$ cat config.mk
export PLATFORM = sky130hd
export DESIGN_NAME = counter_updown_mod
export DESIGN_NICKNAME = d
export VERILOG_FILES = /design/src/rtl/counter_updown_mod.sv
export SDC_FILE = /design/constraint.sdc
export NUM_CORES = 1
export LEC_CHECK = 0
export ABC_AREA = 1
export CORE_MARGIN = 5
export CORE_UTILIZATION = 51
export CTS_CLUSTER_SIZE = 12
export DETAILED_ROUTE_END_ITERATION = 10
export HOLD_SLACK_MARGIN = 0.06
export PLACE_DENSITY = 0.87
export SETUP_SLACK_MARGIN = 0.05
export SYNTH_ARGS = -nofsm -noshare
export SYNTH_HDL_FRONTEND = slang
export SYNTH_SLANG_ARGS = --single-unit
$ cat constraint.sdc
create_clock -name clk -period 3.25 [get_ports clk]
set_clock_uncertainty 0.1 [all_clocks]
set_input_delay 0.325 -clock clk [delete_from_list [all_inputs] [get_ports clk]]
set_output_delay 0.325 -clock clk [all_outputs]
set_load 0.005 [all_outputs]
$ cat src/rtl/counter_updown_mod.sv
// rtl/counter_updown_mod.sv - up/down counter with modulus, load, wrap/saturate and limit pulses
module counter_updown_mod #(
    parameter int WIDTH    = 8,
    parameter int MAX_VAL  = (2**WIDTH) - 1,
    parameter int SATURATE = 0
) (
    input  logic             clk,
    input  logic             rst_n,
    input  logic             en,
    input  logic             up_down,
    input  logic             load,
    input  logic [WIDTH-1:0] load_val,
    output logic [WIDTH-1:0] count,
    output logic             tc,
    output logic             ovf,
    output logic             unf
);

    localparam logic [WIDTH-1:0] MAX_CNT = WIDTH'(MAX_VAL);
    localparam logic [WIDTH-1:0] ONE     = WIDTH'(1);

    logic [WIDTH-1:0] next_count;
    logic             next_ovf;
    logic             next_unf;
    logic             at_max;
    logic             at_min;
    logic [WIDTH-1:0] load_clamped;

    assign at_max       = (count == MAX_CNT);
    assign at_min       = (count == '0);
    // Loaded values above the modulus are pinned to the top of the range.
    assign load_clamped = (load_val > MAX_CNT) ? MAX_CNT : load_val;

    // Next count and limit pulses: load beats enable, enable beats hold.
    always_comb begin
        next_count = count;
        next_ovf   = 1'b0;
        next_unf   = 1'b0;
        if (load) begin
            next_count = load_clamped;
        end else if (en) begin
            if (up_down) begin
                if (at_max) begin
                    next_ovf   = 1'b1;
                    next_count = (SATURATE != 0) ? count : '0;
                end else begin
                    next_count = count + ONE;
                end
            end else begin
                if (at_min) begin
                    next_unf   = 1'b1;
                    next_count = (SATURATE != 0) ? count : MAX_CNT;
                end else begin
                    next_count = count - ONE;
                end
            end
        end
    end

    // Count and status registers; reset clears everything immediately.
    always_ff @(posedge clk or negedge rst_n) begin
        if (!rst_n) begin
            count <= '0;
            ovf   <= 1'b0;
            unf   <= 1'b0;
        end else begin
            count <= next_count;
            ovf   <= next_ovf;
            unf   <= next_unf;
        end
    end

    // Terminal count depends on the current direction, not on enable.
    assign tc = (up_down & at_max) | (~up_down & at_min);

endmodule

==> results by group <==
Status
  • Outcome: finished clean

Yosys
  • Mean Syn Cell Area: 6.103 sq um
  • Synth Area in Compound Gates: 0.06834
  • Xor-xnor portion of the synthesized cell area: 0.009763
  • Area share of the largest cell type after synthesis: 0.2789
  • Cell count after synthesis: 147
  • Largest cells by area after synthesis: dfrtp_1, nand2_1, nand3_1
  • Netlist cell types: 21
  • Synth warn: 0
  • Adder-cell area share of the yosys netlist: 0.04184
  • #FFs+latches synth: 10
  • Post-synthesis mux area share: 0
  • Synth Cell Area: 897.1 sq um
  • Largest area contributor in the netlist: dfrtp_1
  • Largest family of logic cells by synthesized area: simple AND/OR/NAND/NOR gates
  • Register area share after synthesis: 0.2789
  • Simple-gate portion of the synthesized area: 0.5216
  • Synthesized net count: 163

CTS
  • Post-CTS setup buffer count: 0
  • Cts hold-fix bufs: 0
  • Clock Path Buffers: 2
  • Worst-Skew Late Latency: 0.27 ns
  • Clock root cell: clkbuf_4
  • Reg clk slew, reported paths: 0.07 ns
  • Resize count post-CTS: 0
  • CTS buffer count: 3
  • CTS tree: done
  • H-tree levels: 1
  • CTS Sinks: 10

Timing
  • Fin crit period: 2.454 ns
  • Max-slew violation count: 0
  • Final hold viol count: 0
  • Tightest Pin Transition: 0.8315 ns
  • Final period util: 0.7551
  • F_max: 407.5 MHz
  • Setup-failing EPs final: 0
  • Unrepaired setup endpoints after global routing: no
  • Setup_tns: 0 ns
  • Slew headroom: 0.4436

Global routing
  • Gr busiest metal: met2
  • GR Util met2: 0.2992
  • GRT Overall Usage: 0.1954
  • Global-route wire length before repair: around 3900 um
  • Number of global-route vias before repair: around 860
  • Gr ovfl total: 0
  • Met1 Track Usage GR: 0.2702
  • Initial antenna violation count: 0
  • Largest net degree at the start of global routing: 15
  • Met3 usage: 0.04011

Cells and area
  • Share of cells above drive strength 1: 0.09357
  • Layout overhead on the synthesized area: 31.52%
  • Util after Layout: 0.6908
  • Nets: 188
  • Diode count: 0

Die
  • I/O pin total: 24
  • Die Wd: 51.94 um
  • Die footprint: 2698 sq um
  • CORE AREA: ~1700 sq um
  • Die Y: 51.94 um
  • Initial Util: 0.5253
  • # rows: 15

Placed design
  • Placer Congestion: 0.9810
  • PortBufs: 23
  • DP HPWL: 1820 um

Drt
  • Initial drt markers: 31
  • Drt via density: between 5 and 6
  • DRT Pass-1 Iters: 4
  • Routed wire length: 2345 um
  • Wire per inst: 11.96 um
  • Total number of vias: 994
  • Drt drc: 0
  • Final antenna-violating net count: 0

Flow run
  • Max cap viols: 0

Power and ir drop
  • Clk pwr share: 0.259
  • Overall Power: 453.7 uW
  • Sequential power share: 0.377
  • VDD IR max: 0.0002778 V
  • Switching share of power: 0.3754
  • Comb power frac: 0.364
  • PwrDens: 384.5 nW/um^2
  • Int Power: roughly 280 uW
  • P_leak: roughly 0.00057 uW
  • Psw: 170.3 uW

Setup path
  • Crit path DAT: 2.03 ns
  • Worst EP required: 2.82 ns
  • Reg2Reg Depth: 8
  • Worst setup EP type: output pin
  • Setup CP Type: reg -> out
  • CP max FO: 6
  • Worst setup SP type: flip-flop

Hold path
  • Hold crit path type: in -> async
[per-stage QoR]
step | hold WS (ns) | worst slack, ns | cell area [sq um] | instances
floorplan | -0.07059 | 1.687 | 897.1 | 147
global placement | 0.4910 | 0.9616 | 1144 | 192
detailed placement | 0.5010 | 0.9239 | 1144 | 192
CTS | 0.2918 | 0.8024 | 1180 | 196
global route | 0.3093 | 0.6792 | 1180 | 196
finish | 0.2792 | 0.7959 | 1180 | 196
[state kept, by name, indices dropped and copies added, names as in the netlist]
signal and flops:
count 8, ovf 1, unf 1
[worst paths after layout]
| kind | start | end | slack [ns] |
|---|---|---|---|
| max | count[0]$_DFFE_PN0P_ | tc | 0.80 |
| min | rst_n | unf$_DFF_PN0_ | 0.28 |
| max reg2reg | count[0]$_DFFE_PN0P_ | count[7]$_DFFE_PN0P_ | 1.65 |
| min reg2reg | count[7]$_DFFE_PN0P_ | count[7]$_DFFE_PN0P_ | 0.52 |
| max in group asynchronous | rst_n | count[3]$_DFFE_PN0P_ | 2.44 |
| min in group clk | count[7]$_DFFE_PN0P_ | count[7]$_DFFE_PN0P_ | 0.52 |
[layer usage]
metal | wire (um) | part of all wire
met1 | 1072 | 0.46
met2 | 1081 | 0.46
met3 | 155 | 0.066
met4 | 36 | 0.015
met5 | 0 | 0
[cell usage in the layout, fill, tap and decap left out, types with 3 or more instances in the layout]
master / count
o21ai_0: 4
nor2_1: 22
clkdlybuf4s50_1: 23
clkbuf_4: 3
ha_1: 3
nand2_2: 3
nand2_1: 51
dfrtp_1: 10
nand3_1: 22
inv_1: 13
[kinds of logic (layout without fill, tap and decap cells)]
kind of cell,count (synthesis),count (layout)
adders and majority gates,3,3
DFF,10,10
buffers and inverters,18,42
AOI/OAI and AO/OA,9,9
xor gates and xnor gates,1,1
and+or+nand+nor,106,106
[synth_stat cells]
cell type / number
nand3_1: 22
buf_2: 3
inv_2: 2
nand2_1: 51
o211ai_1: 1
xor2_1: 1
nor3_2: 1
o21bai_1: 1
a21oi_1: 2
o21ai_0: 4
nand2_2: 3
a21oi_4: 1
nand4_1: 1
or2_2: 1
nor2_2: 2
ha_1: 3
nor2_4: 2
inv_1: 13
nand3b_1: 1
nor2_1: 22
dfrtp_1: 10
[power by group through the flow]
| stage | Sequential [uW] | Clock (uW) | Combinational, uW |
|---|---|---|---|
| after floorplan | 160 | 0 | 106 |
| after global placement | 171 | 0 | 161 |
| after detailed placement | 172 | 0 | 165 |
| after CTS | 170 | 118 | 166 |
| after global routing | 174 | 126 | 185 |
| final | 171 | 118 | 165 |
[cell type report]
class | instances | area [sq um]
tap | 25 | 31.28
clock buffer | 4 | 36.28
timing repair buffer | 23 | 230.2
sequential | 10 | 250.2
multi-input combinational | 119 | 575.6
fill | 143 | 528.0
inverter | 15 | 56.30
[critical path, stage by stage, from the launching register on]
cell             delay, ns
dfrtp_1               0.45
inv_1                 0.16
ha_1                  0.16
nand3_1               0.13
nor2_4                0.18
nand2_1               0.10
nand2_1               0.09
clkdlybuf4s50_1       0.49
Power figures use the tool's default switching activity.
